===== config.mk =====
export PLATFORM = sky130hd
export DESIGN_NAME = mem_responder
export DESIGN_NICKNAME = d
export VERILOG_FILES = /design/src/rtl/mem_responder.sv
export SDC_FILE = /design/constraint.sdc
export NUM_CORES = 1
export LEC_CHECK = 0
export CAP_MARGIN = 10
export CORE_AREA = 2 2 150 152
export DETAILED_ROUTE_END_ITERATION = 8
export DIE_AREA = 0 0 152 154
export DONT_BUFFER_PORTS = 1
export MAX_ROUTING_LAYER = met4
export PLACE_DENSITY_LB_ADDON = 0.12
export RECOVER_POWER = 100
export SYNTH_ARGS = -nofsm -noshare
export SYNTH_HDL_FRONTEND = slang
export SYNTH_SLANG_ARGS = --single-unit

===== constraint.sdc =====
create_clock -name clk -period 4.86 [get_ports clk]
set_input_delay 0.486 -clock clk [delete_from_list [all_inputs] [get_ports clk]]
set_output_delay 0.486 -clock clk [all_outputs]
set_load 0.01 [all_outputs]

===== src/rtl/mem_responder.sv =====
// mem_responder: queues read requests and answers each with len+1 incrementing-address beats, LATENCY cycles after dequeue.
// Optional MEM_RESP_STALL_EN adds slv_resp_ready so the consumer can stall response beats.
`ifndef REQ_ID_WIDTH
`define REQ_ID_WIDTH 8
`endif
`ifndef ADDR_WIDTH
`define ADDR_WIDTH 32
`endif
`ifndef DATA_WIDTH
`define DATA_WIDTH 64
`endif

package mem_responder_pkg;
    typedef struct packed {
        logic [`REQ_ID_WIDTH-1:0] id;
        logic [`ADDR_WIDTH-1:0]   addr;
        logic [3:0]               len;
    } mem_req_t;

    typedef struct packed {
        logic [`REQ_ID_WIDTH-1:0] id;
        logic [`DATA_WIDTH-1:0]   data;
        logic                     last;
    } mem_resp_t;
endpackage

module mem_responder
    import mem_responder_pkg::*;
#(
    parameter int FIFO_DEPTH = 4,
    parameter int LATENCY    = 4
) (
    input  logic       clk,
    input  logic       rst,
    input  mem_req_t   slv_req,
    input  logic       slv_req_valid,
    output logic       slv_req_ready,
    output mem_resp_t  slv_resp,
    output logic       slv_resp_valid,
`ifdef MEM_RESP_STALL_EN
    input  logic       slv_resp_ready,
`endif
    output logic [4:0] outstanding
);
    localparam int AW = (FIFO_DEPTH > 1) ? $clog2(FIFO_DEPTH) : 1;
    localparam int CW = AW + 1;
    localparam logic [CW-1:0] DEPTH_C = CW'(FIFO_DEPTH);

    typedef enum logic [1:0] {IDLE, WAIT, BURST} state_t;

    mem_req_t          fifo_mem [FIFO_DEPTH];
    logic [CW-1:0]     wr_ptr, rd_ptr, fifo_cnt;
    logic              fifo_empty, accept, pop;
    mem_req_t          head;

    state_t            state_q, state_d;
    logic [3:0]        wait_q, wait_d;
    logic [3:0]        beat_q, beat_d;
    logic [`REQ_ID_WIDTH-1:0] svc_id;
    logic [`ADDR_WIDTH-1:0]   svc_addr;
    logic [3:0]        svc_len;
    logic [`ADDR_WIDTH-1:0]   beat_addr;
    logic              beat_last, resp_take, last_xfer;

    // Pointers carry one extra bit so full and empty are distinguishable.
    assign fifo_cnt      = wr_ptr - rd_ptr;
    assign fifo_empty    = (fifo_cnt == '0);
    assign slv_req_ready = (fifo_cnt < DEPTH_C);
    assign accept        = slv_req_valid & slv_req_ready;
    assign head          = fifo_mem[rd_ptr[AW-1:0]];

`ifdef MEM_RESP_STALL_EN
    assign resp_take = slv_resp_ready;
`else
    assign resp_take = 1'b1;
`endif

    assign beat_last = (beat_q == svc_len);
    assign last_xfer = slv_resp_valid & resp_take & beat_last;
    assign beat_addr = svc_addr + `ADDR_WIDTH'(beat_q);

    always_ff @(posedge clk) begin
        if (accept) begin
            fifo_mem[wr_ptr[AW-1:0]] <= slv_req;
        end
    end

    always_comb begin
        state_d        = state_q;
        wait_d         = wait_q;
        beat_d         = beat_q;
        pop            = 1'b0;
        slv_resp_valid = 1'b0;
        case (state_q)
            IDLE: begin
                if (!fifo_empty) begin
                    pop     = 1'b1;
                    wait_d  = 4'(LATENCY);
                    beat_d  = 4'd0;
                    state_d = (LATENCY == 0) ? BURST : WAIT;
                end
            end
            WAIT: begin
                if (wait_q <= 4'd1) begin
                    wait_d  = 4'd0;
                    state_d = BURST;
                end else begin
                    wait_d = wait_q - 4'd1;
                end
            end
            BURST: begin
                slv_resp_valid = 1'b1;
                if (resp_take) begin
                    if (beat_last) begin
                        beat_d  = 4'd0;
                        state_d = IDLE;
                    end else begin
                        beat_d = beat_q + 4'd1;
                    end
                end
            end
            default: state_d = IDLE;
        endcase
    end

    always_comb begin
        slv_resp = '0;
        if (slv_resp_valid) begin
            slv_resp.id   = svc_id;
            slv_resp.data = `DATA_WIDTH'(beat_addr);
            slv_resp.last = beat_last;
        end
    end

    always_ff @(posedge clk or posedge rst) begin
        if (rst) begin
            wr_ptr      <= '0;
            rd_ptr      <= '0;
            state_q     <= IDLE;
            wait_q      <= 4'd0;
            beat_q      <= 4'd0;
            svc_id      <= '0;
            svc_addr    <= '0;
            svc_len     <= 4'd0;
            outstanding <= 5'd0;
        end else begin
            state_q <= state_d;
            wait_q  <= wait_d;
            beat_q  <= beat_d;
            if (accept) begin
                wr_ptr <= wr_ptr + CW'(1);
            end
            if (pop) begin
                rd_ptr   <= rd_ptr + CW'(1);
                svc_id   <= head.id;
                svc_addr <= head.addr;
                svc_len  <= head.len;
            end
            // A coinciding accept and completion cancel out.
            case ({accept, last_xfer})
                2'b10:   outstanding <= outstanding + 5'd1;
                2'b01:   outstanding <= outstanding - 5'd1;
                default: outstanding <= outstanding;
            endcase
        end
    end
endmodule

==> metrics.txt <==
status=complete, but fails checks; failing checks=max-capacitance violations, max-slew violations; Wirelength per Cell=22.1 um; DP Wirelength=12.9 mm; Worst path slowest cell=clkbuf_1; # setup viols final=0; Max H-tree Level=1; CP Data Required Time=4970 ps; die height=154 um; share of cells above drive strength 1=17.3%; #FFs+latches synth=241; Relative slew margins=-16.7%; max-slew violation count=66; VDD IR-drop max=0.422 mV; grt ovf=0; ys async rst share=27.0%; skew final=8.86 ps; Avg Synthesized Cell Area=16.4 sq um; most frequent cells in the layout=176 x edfxtp_1, 64 x dfrtp_1, 44 x mux4_2, 32 x conb_1, 30 x mux2_1; post-synth top area cell=edfxtp_1; CTS tree=done; Levels on crit path=5; CTS Sinks=241; Layout Utilization=53.4%; Met1 Wirelength=8.60 mm; cell area power density=653 mW/mm^2; initial antenna violation count=0; row count=54; die width=152 um; worst min path class=in2reg; synth top area cells=edfxtp_1 50%, dfrtp_1 15%, mux4_2 9.3%; GPL Wtd Cong=0.815; clock root cell=clkbuf_16; Hold Fails Final Rpt=0; via count=5626; Crit Path Category=reg2reg; CP top delay family=buffers and inverters; Worst setup EP type=register; commonest non-fill, non-tap cell in the layout=edfxtp_1; worst-margin pin slew=1750 ps; top routing layer in use=met4; synthesized cell area=0.0107 sq mm; Post-CTS Setup Repair Bufs=0; crit path max fanout=27; Initial Utilization=49.2%; Post-synth top flop=edfxtp_1; Ys Warns=0; P_leak=4.06 nW; Hold Path Stages=0; clock latency on the worst-skew pair=520 ps; vias in the first global route=5802; CP peak stage delay=1260 ps; Initial DRC Count=370; first-pass GRT wire length=33.3 mm; I/O pin total=127; Post-Route Setup TNS=0 ps; met3 WL=1.45 mm; cells after synthesis=649; max capacitance violation total=2; antenna-violating nets left=0; Yosys cell types=51; Via-to-Cell Ratio=5.88; Num CTS Buffers=26; CP bufs+invs=1; minimum clock period=3970 ps; Total Routing Usage GR=18.7%; Port-buffer cells=0; register area share after synthesis=64.8%; Worst Path Arrival=4080 ps; CP Cell Sequence=ha_1 -> fa_1 -> xnor3_1 -> and3_2 -> clkbuf_1; share of the synthesized area in the top cell type=49.6%; Worst R2R Path Depth=5; CTS clock-pin slew for the worst setup and hold paths=60 ps; RSZ-0062 raised after global routing=false; final net count=721; ANT cells=0; area of the core=0.0217 sq mm; number of flops mapped to enable cells by yosys=176; die area=0.0234 sq mm; met2 wire length=10.4 mm; first drt pass iteration count=4; Layout area overhead=8.67%; DRC viols=0; CTS Hold Bufs=1; largest net degree at the start of global routing=57; ratio of final minimum period to clock period=81.6%; CTS max path bufs=3; Post-CTS Resized=0; final WL=21.1 mm; crit path launch type=register; f_max=252 MHz
-- metal layers --
layer  vias up  global-route usage, %
li1       2504                      -
met2       180                   30.5
met3        41                   5.33
met5         -                      -
met4         0                   6.19
met1      2901                   22.8
-- worst register-to-register path, delay by kind of cell (launching register included) --
family                     cells  cell delay, ps
buffers and inverters          1            1260
DFF                            1             810
adders and majority gates      2             810
xor gates and xnor gates       1             390
and+or+nand+nor                1             270
-- cells in the mapped netlist, types with 2 or more instances --
cell type  number
nor2_1         11
xor2_1          9
nand2_1        18
a22o_1          2
buf_2           8
a21oi_1        28
and2_1         11
edfxtp_1      176
nor3_1          3
nand4_1         6
clkbuf_1       19
o2111ai_1       3
or3_1           2
nor2b_1         3
o21ai_0         9
fa_1            2
o211ai_1        2
o31ai_1        21
nand3_1        14
buf_4          32
or4_1          19
mux4_2         44
o41ai_1         5
and3_1         10
inv_1          17
or2_2           2
mux2_2         16
mux2_4         30
ha_1           16
o21a_1          2
dfrtp_1        65
xnor2_1         8
nand3b_1        2
nand2b_1        3
a21o_1          3
a22oi_1         2
buf_6           5
and4_1          8
-- flip-flops by register name, indices dropped and copies added (netlist names) --
signal       cells
beat_q           4
fifo_mem       176
outstanding      5
rd_ptr           3
state_q          2
svc_addr        32
svc_id           8
svc_len          4
wait_q           4
wr_ptr           3
-- area by class of cell --
cell class | count | area [sq um]
clock buffers | 32 | 694
clock inverters | 16 | 194
fillers | 1718 | 10100
inverters | 17 | 63.8
multi-input cells | 357 | 3290
flip-flops and latches | 241 | 6910
well taps | 280 | 350
repair buffers | 13 | 86.3
-- cells by family (layout without fill, tap and decap cells) --
kind of cell    count (synthesis)  in the layout  synth area share (%)
other cells                     1             32                0.0352
mux                            91             91                  15.3
simple gates                  115            115                  6.37
xor+xnor                       18             18                  1.61
fa+ha+maj                      18             18                  2.25
buf+inv                        82             78                  4.46
flops                         241            241                  64.8
compound gates                 83             83                  5.16
-- report_power, final --
group	internal [W]	total, W	switching (W)
combinational	0.00103	0.00221	0.00118
sequential	0.00291	0.00334	0.000428
clock	0.00123	0.00202	0.000786
total	0.00518	0.00757	0.00239
-- metrics by stage --
step / instances / instance area (sq um) / hold slack [ps] / setup slack (ps) / total power, W
finish: 956 / 11600 / 58.2 / 893 / 0.00757
global route: 956 / 11600 / 30.4 / 509 / 0.00803
CTS: 956 / 11700 / 32.1 / 1280 / 0.00795
detailed placement: 907 / 10800 / 412 / 1410 / 0.00590
global placement: 907 / 10800 / 412 / 1550 / 0.00581
floorplan: 680 / 10800 / 443 / 1920 / 0.00532
-- worst paths after layout --
kind	startpoint	end	slack (ps)
max	rd_ptr[0]	fifo_mem[3][24]	890
min	slv_req[13]	fifo_mem[3][13]	60
max reg2reg	rd_ptr[0]	fifo_mem[3][24]	890
min reg2reg	rd_ptr[2]	rd_ptr[2]	470
max in group asynchronous	rst	svc_addr[28]	3100
min in group asynchronous	rst	outstanding[4]	600
(Power assumes the default switching activity.)
